`config.mk`:
```
export PLATFORM = sky130hd
export DESIGN_NAME = mcu_stream_pairer
export DESIGN_NICKNAME = d
export VERILOG_FILES = /design/src/rtl/mcu_stream_pairer.sv
export SDC_FILE = /design/constraint.sdc
export NUM_CORES = 1
export LEC_CHECK = 0
export ABC_AREA = 1
export ABC_CLOCK_PERIOD_IN_PS = 3500
export CORE_MARGIN = 2
export CORE_UTILIZATION = 45
export CTS_BUF_LIST = sky130_fd_sc_hd__clkbuf_4 sky130_fd_sc_hd__clkbuf_8
export DETAILED_ROUTE_END_ITERATION = 7
export GPL_TIMING_DRIVEN = 0
export PLACE_DENSITY = 0.75
export SLEW_MARGIN = 0
export SYNTH_ARGS = -nofsm -noshare
export SYNTH_HDL_FRONTEND = slang
export SYNTH_SLANG_ARGS = --single-unit
```
`constraint.sdc`:
```
create_clock -name clk -period 3.5 [get_ports clk]
set_clock_uncertainty 0.15 [all_clocks]
set_input_delay 1.05 -clock clk [delete_from_list [all_inputs] [get_ports clk]]
set_output_delay 1.05 -clock clk [all_outputs]
set_load 0.02 [all_outputs]
```
`src/rtl/mcu_stream_pairer.sv`:
```
// Pairs each data/scale sample with every grid point of its row and emits
// aligned {scale, grid, data} beats; optional skid output via MCU_PAIR_SKID_EN.
//
// Ports: clk, rst_n (async active-low), cfg_grid_len, err_clear,
//   s_axis_data_* / s_axis_grid_* / s_axis_scle_* (inputs),
//   m_axis_* (packed output), rows_done, busy, err_grid_len.
module mcu_stream_pairer #(
  parameter int DATA_WIDTH_DATA  = 16,
  parameter int DATA_WIDTH_SCALE = 16,
  parameter int GRID_CNT_WIDTH   = 8,
  parameter int ROW_CNT_WIDTH    = 16
) (
  input  logic                       clk,
  input  logic                       rst_n,
  input  logic [GRID_CNT_WIDTH-1:0]  cfg_grid_len,
  input  logic                       err_clear,
  input  logic [DATA_WIDTH_DATA-1:0] s_axis_data_tdata,
  input  logic                       s_axis_data_tvalid,
  output logic                       s_axis_data_tready,
  input  logic                       s_axis_data_tlast,
  input  logic [DATA_WIDTH_DATA-1:0] s_axis_grid_tdata,
  input  logic                       s_axis_grid_tvalid,
  output logic                       s_axis_grid_tready,
  input  logic                       s_axis_grid_tlast,
  input  logic [DATA_WIDTH_SCALE-1:0] s_axis_scle_tdata,
  input  logic                       s_axis_scle_tvalid,
  output logic                       s_axis_scle_tready,
  output logic [DATA_WIDTH_SCALE+2*DATA_WIDTH_DATA-1:0] m_axis_tdata,
  output logic                       m_axis_tvalid,
  input  logic                       m_axis_tready,
  output logic                       m_axis_tlast,
  output logic [ROW_CNT_WIDTH-1:0]   rows_done,
  output logic                       busy,
  output logic                       err_grid_len
);

  localparam int OW = DATA_WIDTH_SCALE + 2 * DATA_WIDTH_DATA;

  localparam logic [0:0] LOAD = 1'b0;
  localparam logic [0:0] RUN  = 1'b1;

  logic [0:0]                  state;
  logic [0:0]                  state_nxt;
  logic [DATA_WIDTH_DATA-1:0]  data_reg;
  logic [DATA_WIDTH_SCALE-1:0] scale_reg;
  logic                        data_last_reg;
  logic [GRID_CNT_WIDTH-1:0]   len_reg;
  logic [GRID_CNT_WIDTH-1:0]   grid_cnt;
  logic [GRID_CNT_WIDTH-1:0]   cnt_inc;

  logic          ld_fire;
  logic          grid_fire;
  logic          cnt_hit;
  logic          row_end;
  logic          err_set;
  logic          pop;
  logic [OW-1:0] beat;
  logic          beat_last;

  // Data and scale only move together, and never while reset is held.
  assign ld_fire = rst_n && (state == LOAD) &&
                   s_axis_data_tvalid && s_axis_scle_tvalid;
  assign s_axis_data_tready = ld_fire;
  assign s_axis_scle_tready = ld_fire;

  assign grid_fire = s_axis_grid_tvalid && s_axis_grid_tready;
  assign cnt_inc   = grid_cnt + 1'b1;
  assign cnt_hit   = (cnt_inc == len_reg);
  // A row ends on tlast or on reaching the configured length;
  // an error is exactly one of the two happening without the other.
  assign row_end   = grid_fire && (s_axis_grid_tlast || cnt_hit);
  assign err_set   = grid_fire && (s_axis_grid_tlast != cnt_hit);
  assign beat      = {scale_reg, s_axis_grid_tdata, data_reg};
  assign beat_last = s_axis_grid_tlast && data_last_reg;
  assign pop       = m_axis_tvalid && m_axis_tready;

  assign busy = (state == RUN) || m_axis_tvalid;

  always_comb begin
    state_nxt = state;
    if (ld_fire)      state_nxt = RUN;
    else if (row_end) state_nxt = LOAD;
  end

  always_ff @(posedge clk or negedge rst_n) begin
    if (!rst_n) begin
      state         <= LOAD;
      data_reg      <= '0;
      scale_reg     <= '0;
      data_last_reg <= 1'b0;
      len_reg       <= '0;
      grid_cnt      <= '0;
      rows_done     <= '0;
      err_grid_len  <= 1'b0;
    end else begin
      state <= state_nxt;
      if (ld_fire) begin
        data_reg      <= s_axis_data_tdata;
        scale_reg     <= s_axis_scle_tdata;
        data_last_reg <= s_axis_data_tlast;
        len_reg       <= cfg_grid_len;
        grid_cnt      <= '0;
      end else if (grid_fire) begin
        grid_cnt <= cnt_inc;
      end
      if (row_end) rows_done <= rows_done + 1'b1;
      if (err_set)        err_grid_len <= 1'b1;
      else if (err_clear) err_grid_len <= 1'b0;
    end
  end

`ifdef MCU_PAIR_SKID_EN

  logic [OW:0] ent0;
  logic [OW:0] ent1;
  logic [1:0]  fill;
  logic [1:0]  fill_nxt;
  logic        rdy_q;

  always_comb begin
    fill_nxt = fill;
    if (grid_fire && !pop)      fill_nxt = fill + 2'd1;
    else if (!grid_fire && pop) fill_nxt = fill - 2'd1;
  end

  // Registered ready: looks only at next-cycle occupancy and state.
  assign s_axis_grid_tready = rdy_q;
  assign m_axis_tvalid      = (fill != 2'd0);
  assign m_axis_tdata       = ent0[OW-1:0];
  assign m_axis_tlast       = ent0[OW];

  always_ff @(posedge clk or negedge rst_n) begin
    if (!rst_n) begin
      ent0  <= '0;
      ent1  <= '0;
      fill  <= 2'd0;
      rdy_q <= 1'b0;
    end else begin
      fill  <= fill_nxt;
      rdy_q <= (state_nxt == RUN) && (fill_nxt != 2'd2);
      if (grid_fire && ((fill == 2'd0) || ((fill == 2'd1) && pop)))
        ent0 <= {beat_last, beat};
      else if (pop)
        ent0 <= ent1;
      if (grid_fire && (((fill == 2'd1) && !pop) || ((fill == 2'd2) && pop)))
        ent1 <= {beat_last, beat};
    end
  end

`else

  assign s_axis_grid_tready = rst_n && (state == RUN) &&
                              (!m_axis_tvalid || m_axis_tready);

  always_ff @(posedge clk or negedge rst_n) begin
    if (!rst_n) begin
      m_axis_tdata  <= '0;
      m_axis_tvalid <= 1'b0;
      m_axis_tlast  <= 1'b0;
    end else if (grid_fire) begin
      m_axis_tdata  <= beat;
      m_axis_tvalid <= 1'b1;
      m_axis_tlast  <= beat_last;
    end else if (m_axis_tready) begin
      m_axis_tvalid <= 1'b0;
    end
  end

`endif

endmodule

```
==> results.json, run 1 <==
{
  "die_h_microns": 109,
  "avgSynthCellArea_sq_um": 8.49,
  "max_freq_ghz": 0.295,
  "worst_pin_slew_ps": 451,
  "cp_num_buf_inv": 5,
  "die_area_sq_um": 11900,
  "hold_viol": 0,
  "grt_max_degree": 55,
  "cts.sinks": 117,
  "start_util_pct": 46.0,
  "cpPeakStageDelay_ps": 460,
  "yosys.cell_count.top_type": "nand2_1",
  "crit_path_top_delay_cell": "clkdlybuf4s50_1",
  "grt_pass1_vias": 4251,
  "cp_common_cell": "buf_4",
  "dr.pass1.iters": 4,
  "clk_pin_slew_ps": 70,
  "setup_slack_ps": 108,
  "finalSetupViolCount": 0,
  "syn-cell-area_sq_um": 4960,
  "period_needed_ps": 3390,
  "routedWlPerCell_microns": 13.7,
  "synth_edf_count": 0,
  "drtIter0Drc": 207,
  "report.final.slew_viol_count": 0,
  "synth.net_count": 652,
  "cellPowerDensity_nw_per_um2": 796,
  "hpwl_microns": 8630,
  "p_leak_nw": 3.48,
  "maxCapViolations": 0,
  "startpoint": "s_axis_scle_tvalid",
  "final.fill_count": 922,
  "yosysSeqAreaShare_pct": 59.0,
  "hold_class": "in -> async",
  "clock_path_buffers": 2,
  "syn_inst": 584,
  "gr-total-overflow": 0,
  "path_class": "in -> out",
  "drive_gt1_share_pct": 8.90,
  "clkLatencyLatePin_ps": 420,
  "path_delay_family": "buffers and inverters",
  "drc": 0,
  "yosysUniqueCellTypes": 26,
  "rows": 38,
  "cts_root_buffer": "clkbuf_8",
  "synthFlopType": "dfrtp_1",
  "yosysTopAreaCellShare_pct": 59.0,
  "routed_wl_microns": 12200,
  "totalPowerFinal_w": 0.00553,
  "crit_chain": "clkdlybuf4s50_1 -> nand4_1 -> inv_2 -> buf_8 -> buf_4 -> buf_4",
  "viasPerCell": 4.85,
  "finalNetCount": 810,
  "numPortBuffers": 135,
  "rsz0062_at_grt": "no",
  "grt_use_total_pct": 21.7,
  "cts_made_buffers": 17,
  "vdd_ir_drop_max_v": 0.000381,
  "antenna_cells": 0,
  "final_core_util_pct": 64.3,
  "status": "finished, final reports clean",
  "synthTopCellsByCount": "292 x nand2_1, 117 x dfrtp_1, 45 x inv_1",
  "yosysWarnings": 0,
  "post-place-ws_ps": -876,
  "cts_tree": "yes",
  "finalCritPeriodShare_pct": 96.9,
  "place_congestion": 0.828,
  "syn_to_final_growth_pct": 40.0,
  "ios": 136,
  "via_count": 4329,
  "antenna_found_initial": 0,
  "core_area_sq_um": 10800,
  "crit_path_start_kind": "input pin",
  "drtAntennaViolNets": 0,
  "h-tree-depth": 4,
  "synth_top_cell_by_area": "dfrtp_1",
  "grt_pass1_wl_microns": 19900,
  "regMostFlops": "m_axis_tdata",
  "ys_seq_elements": 117,
  "largest_reg_flops": 48,
  "cts-hold-fix-buffers": 0,
  "crit_path_end_kind": "output pin",
  "fp.dieW_microns": 109,
  "synth-async-reset-ratio_pct": 100,
  "crit_arrival_ps": 2190,
  "reg2reg_from": "grid_cnt[0]",
  "relSlewSlack_pct": 70.0,
  "critPathRequiredTime_ps": 2300,
  "crit_path_max_fanout": 20,
  "synth_area_leaders": "dfrtp_1 59%, nand2_1 22%, o21ai_0 4.0%, inv_1 3.4%, buf_2 1.6%"
}
==> stage by stage <==
step / hold WS (ps) / cells / setup TNS (ps) / cell area, sq um
2_1_floorplan: 292 / 584 / 0 / 4960
5_1_grt: 326 / 893 / 0 / 6940
6_report: 318 / 893 / 0 / 6940
3_3_place_gp: 302 / 859 / -798750 / 6490
3_5_place_dp: 301 / 860 / -2110 / 6520
4_1_cts: 321 / 892 / 0 / 6940
==> where the power goes <==
part / switching [W] / leakage [nW] / internal, W / total (W)
combinational: 0.00115 / 1.80 / 0.000979 / 0.00213
sequential: 0.000347 / 1.49 / 0.00194 / 0.00228
clock: 0.000496 / 0.195 / 0.000615 / 0.00111
==> cells in the final DEF, fill, tap and decap left out, types with 3 or more instances in the layout <==
| cell | Yosys | routed |
|---|---|---|
| nand2_1 | 292 | 292 |
| clkdlybuf4s50_1 | 0 | 131 |
| nand3_1 | 12 | 12 |
| buf_4 | 1 | 5 |
| ha_1 | 3 | 3 |
| nor2_1 | 13 | 13 |
| clkbuf_4 | 0 | 3 |
| buf_2 | 16 | 15 |
| nand4_1 | 8 | 8 |
| nor2_4 | 3 | 3 |
| inv_1 | 45 | 44 |
| clkinv_2 | 0 | 4 |
| nand3b_1 | 5 | 5 |
| clkbuf_8 | 0 | 23 |
| o21ai_0 | 40 | 40 |
| xor2_1 | 5 | 5 |
| nor2_2 | 3 | 3 |
| dfrtp_1 | 117 | 117 |
| clkbuf_1 | 4 | 4 |
| xnor2_1 | 5 | 5 |
==> routing by layer <==
layer,vias to the layer above,share of wire (%),GRT usage [%]
li1,2114,-,-
met1,2082,43,26.7
met2,119,50,36.5
met3,14,6.0,5.86
met4,0,1.3,8.33
met5,-,0,0
==> worst register-to-register path, delay by kind of cell (launching register included) <==
kind	cells	cell delay [ps]
flip-flops	1	410
adder cells (fa/ha/maj)	2	500
AND/OR/NAND/NOR	14	1350
==> layout make-up <==
cell class                      instances  area [sq um]  share of cell area [%]
Buffer                                 21           119                    1.71
Tap cell                              140           175                    2.52
Clock inverter                          4          20.0                   0.288
Sequential cell                       117          2930                    42.2
Multi-Input combinational cell        398          1740                    25.1
Timing Repair Buffer                  140          1440                    20.8
Clock buffer                           26           339                    4.88
Inverter                               47           176                    2.54
==> final timing paths <==
path                       slack (ps)  depth (start not counted)                  to
setup / recovery                  110                          6  s_axis_scle_tready
hold / removal                    320                          1       rows_done[11]
setup reg to reg                 1010                         16       rows_done[12]
hold reg to reg                   320                          2     m_axis_tdata[5]
max in group asynchronous        2260                          2               state
min in group clk                  320                          2     m_axis_tdata[5]
==> logic make-up after synthesis <==
| kind of cell | synth area share [%] |
|---|---|
| AOI/OAI and AO/OA | 4.39 |
| xor gates and xnor gates | 1.77 |
| DFF | 59.0 |
| and+or+nand+nor | 28.2 |
| adders and majority gates | 0.757 |
| buffers and inverters | 5.85 |
==> repair_timing <==
action                     in CTS  in global routing
pin swaps                       1                  1
setup endpoints to repair       3                  1
setup buffers                   1                  2
cloned                          1                  0
resized for setup              18                  1
Power figures use the tool's default switching activity.
==> inputs of run 2 (changes only) <==
--- a/config.mk
+++ b/config.mk
@@ -5,14 +5,13 @@
 export SDC_FILE = /design/constraint.sdc
 export NUM_CORES = 1
 export LEC_CHECK = 0
-export ABC_AREA = 1
 export ABC_CLOCK_PERIOD_IN_PS = 3500
 export CORE_MARGIN = 2
 export CORE_UTILIZATION = 45
 export CTS_BUF_LIST = sky130_fd_sc_hd__clkbuf_4 sky130_fd_sc_hd__clkbuf_8
 export DETAILED_ROUTE_END_ITERATION = 7
 export GPL_TIMING_DRIVEN = 0
-export PLACE_DENSITY = 0.75
+export PLACE_DENSITY = 0.76
 export SLEW_MARGIN = 0
 export SYNTH_ARGS = -nofsm -noshare
 export SYNTH_HDL_FRONTEND = slang
==> run 2 against run 1 <==
Sequential power hardly changed; maximum frequency is 1.4% lower; highest routed layer unchanged; sequential cell count stayed put; register-to-register slack worse by 880 ps; worst hold slack worse by 2.9 ps.
==> results.json, run 2 <==
{
  "status": "finished, final reports clean",
  "yosysWarnings": 0,
  "regMostFlops": "m_axis_tdata",
  "cts_tree": "yes",
  "numPortBuffers": 135,
  "period_needed_ps": 3440,
  "vdd_ir_drop_max_v": 0.000478,
  "routedWlPerCell_microns": 14.4,
  "multiInputGateArea_sq_um": 1900,
  "finalNetCount": 760,
  "combPwrFrac_pct": 36.5,
  "clkLatencyLatePin_ps": 430,
  "routed_wl_microns": 12200,
  "crit_path_end_kind": "output pin",
  "cts_made_buffers": 17,
  "fp.dieW_microns": 108,
  "drtAntennaViolNets": 0,
  "finalSetupViolCount": 0,
  "h-tree-depth": 4,
  "grt_use_total_pct": 22.1,
  "antenna_cells": 0,
  "p_switching_w": 0.00197,
  "finalCritPeriodShare_pct": 98.3,
  "drtIter0Drc": 213,
  "grt_pass1_wl_microns": 19700,
  "final_core_util_pct": 65.9,
  "clkPwrFrac_pct": 23.9,
  "final.fill_count": 923,
  "drc": 0,
  "grt_max_degree": 43,
  "hold_viol": 0,
  "grt_pass1_vias": 4165,
  "hold_ws_ps": 315,
  "crit_chain": "clkdlybuf4s50_1 -> nand4b_1 -> buf_4 -> clkinv_4 -> clkdlybuf4s15_1",
  "cts.sinks": 117,
  "yosysTopAreaCellShare_pct": 59.7,
  "rows": 38,
  "syn-cell-area_sq_um": 4900,
  "hpwl_microns": 8290,
  "path_class": "in -> out",
  "clock_path_buffers": 2,
  "mostFrequentLayoutCell": "nand2_1",
  "relSlewSlack_pct": 54.2,
  "via_count": 4151,
  "clk_pin_slew_ps": 60,
  "report.final.slew_viol_count": 0,
  "synth.net_count": 600,
  "totalPowerFinal_w": 0.00573,
  "start_util_pct": 45.6,
  "p_seq_share_pct": 39.5,
  "crit_path_max_fanout": 17,
  "largest_reg_flops": 48,
  "crit_path_top_delay_cell": "clkdlybuf4s50_1",
  "syn_to_final_growth_pct": 44.4,
  "p_int_w": 0.00376,
  "syn_inst": 532,
  "synth_top_cell_by_area": "dfrtp_1",
  "avgSynthCellArea_sq_um": 9.21,
  "synth_edf_count": 0,
  "cts-hold-fix-buffers": 0,
  "antenna_found_initial": 0,
  "layout_common_cells": "278 x nand2_1, 131 x clkdlybuf4s50_1, 116 x dfrtp_1",
  "maxCapViolations": 0,
  "die_area_sq_um": 11700,
  "synthFlopType": "dfrtp_1",
  "ios": 136,
  "die_h_microns": 108,
  "hold_class": "in -> async",
  "yosysSeqAreaShare_pct": 59.7,
  "p_leak_nw": 3.50,
  "cpPeakStageDelay_ps": 470,
  "max_freq_ghz": 0.291,
  "yosysUniqueCellTypes": 45,
  "worst_pin_slew_ps": 681,
  "cellPowerDensity_nw_per_um2": 809,
  "design_area_sq_um": 7080,
  "drive_gt1_share_pct": 9.52,
  "viasPerCell": 4.92,
  "seq_area_sq_um": 2930,
  "place_congestion": 0.797,
  "yosys.cell_count.top_type": "nand2_1",
  "ys_seq_elements": 117,
  "synth-async-reset-ratio_pct": 100,
  "synth_area_leaders": "dfrtp_1 60%, nand2_1 21%, xnor2_1 2.1%, xor2_1 1.8%, clkbuf_1 1.1%",
  "dr.pass1.iters": 4,
  "crit_arrival_ps": 2240,
  "critPathRequiredTime_ps": 2300,
  "crit_path_start_kind": "input pin",
  "synthTopCellsByCount": "278 x nand2_1, 117 x dfrtp_1, 14 x clkbuf_1",
  "swShare_pct": 34.4,
  "core_area_sq_um": 10700,
  "place_area_sq_um": 6460,
  "gr-total-overflow": 0,
  "cts_root_buffer": "clkbuf_8"
}
run 2: cell count changes in the layout (fill, tap and decap cells not counted), sizes merged, moves of 7 or more:
cell | previous run | this run
nor2 | 19 | 7
nand2 | 294 | 278
xnor2 | 5 | 12
inv | 46 | 6
buf | 24 | 17
clkbuf | 30 | 37
o21ai | 41 | 10
run 2: worst max-delay path: cells and delay by family:
kind / cells / cell delay, ps
buffers and inverters: 4 / 1090
AND/OR/NAND/NOR: 1 / 100
run 2: worst paths after layout:
| path | from | to | slack, ps | cells after the start |
|---|---|---|---|---|
| min in group clk | data_reg[1] | m_axis_tdata[1] | 320 | 2 |
| max | s_axis_data_tvalid | s_axis_data_tready | 60 | 5 |
| min reg2reg | data_reg[1] | m_axis_tdata[1] | 320 | 2 |
| max in group asynchronous | rst_n | rows_done[14] | 2280 | 2 |
| min | rst_n | rows_done[15] | 310 | 1 |
| max reg2reg | grid_cnt[1] | rows_done[9] | 130 | 11 |
run 2: timing repair:
| action | 4_1_cts | 5_1_grt |
|---|---|---|
| buffers inserted | 4 | 0 |
| gates resized for setup | 16 | 6 |
| pin swaps | 5 | 2 |
| hold endpoints to repair | 0 | 0 |
| endpoints found under the setup margin | 18 | 13 |
| gates cloned | 2 | 0 |
run 2: cell families (layout without fill, tap and decap cells):
kind of cell,count (synthesis),in the layout,synth area share (%)
compound gates,25,25,3.47
xor+xnor,22,22,3.93
fa+ha+maj,3,3,0.766
buf+inv,32,204,2.86
flops,117,117,59.7
mux,3,3,0.638
simple gates,330,330,28.6
run 2: layout make-up:
type                       instances  share of cell area [%]
sequential                       117                    41.4
inverter                           7                   0.442
clock buffer                      23                    4.21
clock inverter                     8                    2.09
multi-input combinational        383                    26.8
timing repair buffer             142                    21.0
buffer                            24                    1.56
tap                              140                    2.47
run 2: power groups by stage:
stage	registers [W]	clock network, W	logic (W)
finish	0.00227	0.00137	0.00209
CTS	0.00226	0.00140	0.00210
global placement	0.00226	0	0.00197
detailed placement	0.00228	0	0.00202
global route	0.00234	0.00146	0.00230
floorplan	0.00261	0	0.000689
run 2: stage by stage:
stage / worst slack, ps / std cells / TNS (ps)
CTS: 19.6 / 844 / 0
global placement: -5960 / 807 / -888270
global route: -4.13 / 844 / -4.13
floorplan: 173 / 532 / 0
finish: 60.8 / 844 / 0
detailed placement: -1600 / 808 / -6390
run 2: per-layer routing:
metal | global-route usage, % | routed length [microns]
met1 | 27.0 | 5100
met2 | 36.6 | 5850
met3 | 7.11 | 990
met4 | 8.70 | 216
met5 | 0 | 0
==> inputs of run 3 (changes only) <==
--- a/config.mk
+++ b/config.mk
@@ -12,6 +12,7 @@
 export DETAILED_ROUTE_END_ITERATION = 7
 export GPL_TIMING_DRIVEN = 0
 export PLACE_DENSITY = 0.76
+export SKIP_LAST_GASP = 1
 export SLEW_MARGIN = 0
 export SYNTH_ARGS = -nofsm -noshare
 export SYNTH_HDL_FRONTEND = slang
==> run 3 against run 2 <==
Critical path depth is the same; core utilization is 0.21 points higher; design area rose by 0.32%; sequential cell count is the same; worst setup slack about the same; final cell count is 0.12% higher; clock-buffer cell count did not move; via count about the same; sequential share of layout area fell by 0.13 points; combinational power about the same.
==> results.json, run 3 (synthesis results as in run 2) <==
{
  "relSlewSlack_pct": 52.6,
  "maxCapViolations": 0,
  "cp_num_buf_inv": 4,
  "gr-total-overflow": 0,
  "final.fill_count": 922,
  "path_class": "in -> out",
  "hpwl_microns": 8290,
  "routedWlPerCell_microns": 14.6,
  "met1_length_microns": 5250,
  "finalSetupViolCount": 0,
  "dr.max_layer_used": "met4",
  "rows": 38,
  "path_delay_family": "buffers and inverters",
  "multiInputGateArea_sq_um": 1900,
  "core_area_sq_um": 10700,
  "regMostFlops": "m_axis_tdata",
  "grt_max_degree": 43,
  "design_area_sq_um": 7100,
  "cts-hold-fix-buffers": 0,
  "status": "finished, final reports clean",
  "clock_path_buffers": 2,
  "cts_made_buffers": 17,
  "vdd_ir_drop_max_v": 0.000478,
  "antenna_found_initial": 0,
  "drive_gt1_share_pct": 9.65,
  "cts_tree": "yes",
  "h-tree-depth": 4,
  "worst_pin_slew_ps": 705,
  "clk_pin_slew_ps": 70,
  "start_util_pct": 45.6,
  "antenna_cells": 0,
  "cpPeakStageDelay_ps": 470,
  "grt_use_total_pct": 22.1,
  "viasPerCell": 4.92,
  "numPortBuffers": 135,
  "crit_arrival_ps": 2240,
  "clkLatencyLatePin_ps": 420,
  "via_count": 4155,
  "p_leak_nw": 3.51,
  "drc": 0,
  "final_core_util_pct": 66.1,
  "grt_pass1_wl_microns": 19700,
  "period_needed_ps": 3440,
  "hold_class": "in -> async",
  "setup_tns_ps": 0,
  "place_area_sq_um": 6460,
  "routed_wl_microns": 12300,
  "finalCritPeriodShare_pct": 98.3,
  "crit_path_max_fanout": 17,
  "crit_path_end_kind": "output pin",
  "crit_path_start_kind": "input pin",
  "crit_path_top_delay_cell": "clkdlybuf4s50_1",
  "drtAntennaViolNets": 0,
  "final_cells": 845,
  "cellPowerDensity_nw_per_um2": 808,
  "seq_area_sq_um": 2930,
  "grt_pass1_vias": 4165,
  "largest_reg_flops": 48,
  "place_congestion": 0.797,
  "totalPowerFinal_w": 0.00574,
  "die_h_microns": 108,
  "wl_met3_microns": 936,
  "syn_to_final_growth_pct": 44.9,
  "max_freq_ghz": 0.291,
  "critPathRequiredTime_ps": 2300,
  "drtIter0Drc": 243,
  "layout_common_cells": "278 x nand2_1, 131 x clkdlybuf4s50_1, 116 x dfrtp_1",
  "wl_met2_microns": 5930,
  "cts.sinks": 117,
  "crit_chain": "clkdlybuf4s50_1 -> nand4b_1 -> buf_4 -> clkinv_4 -> clkdlybuf4s15_1",
  "finalNetCount": 761,
  "ios": 136,
  "die_area_sq_um": 11700,
  "hold_viol": 0,
  "report.final.slew_viol_count": 0,
  "cts_root_buffer": "clkbuf_8",
  "dr.pass1.iters": 4,
  "placed_cells_incl_taps": 808,
  "fp.dieW_microns": 108,
  "mostFrequentLayoutCell": "nand2_1"
}
## run 3: changes by cell type in the layout (fill, tap and decap cells not counted), sizes merged
| cell | delta |
|---|---|
| buf | -1 |
| clkbuf | +2 |
## run 3: power breakdown
part,switching [W],leakage (nW),total (W),internal [W]
Clock,0.000519,0.218,0.00137,0.000852
Sequential,0.000353,1.50,0.00227,0.00191
Combinational,0.00110,1.79,0.00210,0.000994
Total,0.00198,3.51,0.00574,0.00376
## run 3: per-stage QoR
stage	hold WS, ps	setup slack, ps
floorplan	289	173
global placement	296	-5960
detailed placement	302	-1600
CTS	308	-45.3
global route	262	-4.13
finish	287	60.6
## run 3: final cells by class
type | count | area share (%)
inverters | 7 | 0.440
flip-flops and latches | 117 | 41.2
clock buffers | 23 | 4.19
repair buffers | 143 | 21.3
clock inverters | 8 | 2.08
multi-input cells | 383 | 26.8
plain buffers | 24 | 1.55
well taps | 140 | 2.47
## run 3: worst paths after layout
check | start | to | slack, ps | depth (start not counted)
setup / recovery | s_axis_data_tvalid | s_axis_data_tready | 60 | 5
setup reg to reg | grid_cnt[1] | rows_done[9] | 130 | 11
min in group clk | data_reg[1] | m_axis_tdata[1] | 320 | 2
hold / removal | rst_n | data_reg[10] | 290 | 1
hold reg to reg | data_reg[1] | m_axis_tdata[1] | 320 | 2
max in group asynchronous | rst_n | rows_done[14] | 2350 | 2
## run 3: layer usage
metal	GRT usage, %	vias to the layer above
met5	0	-
met4	8.70	0
met3	7.11	18
met2	36.6	133
met1	27.0	1997
li1	-	2007
## run 3: timing repair
item,4_1_cts,5_1_grt
buffers inserted,4,0
gates cloned,2,1
endpoints found under the hold margin,0,0
endpoints found under the setup margin,18,14
gates resized for setup,15,8
pin swaps,5,2
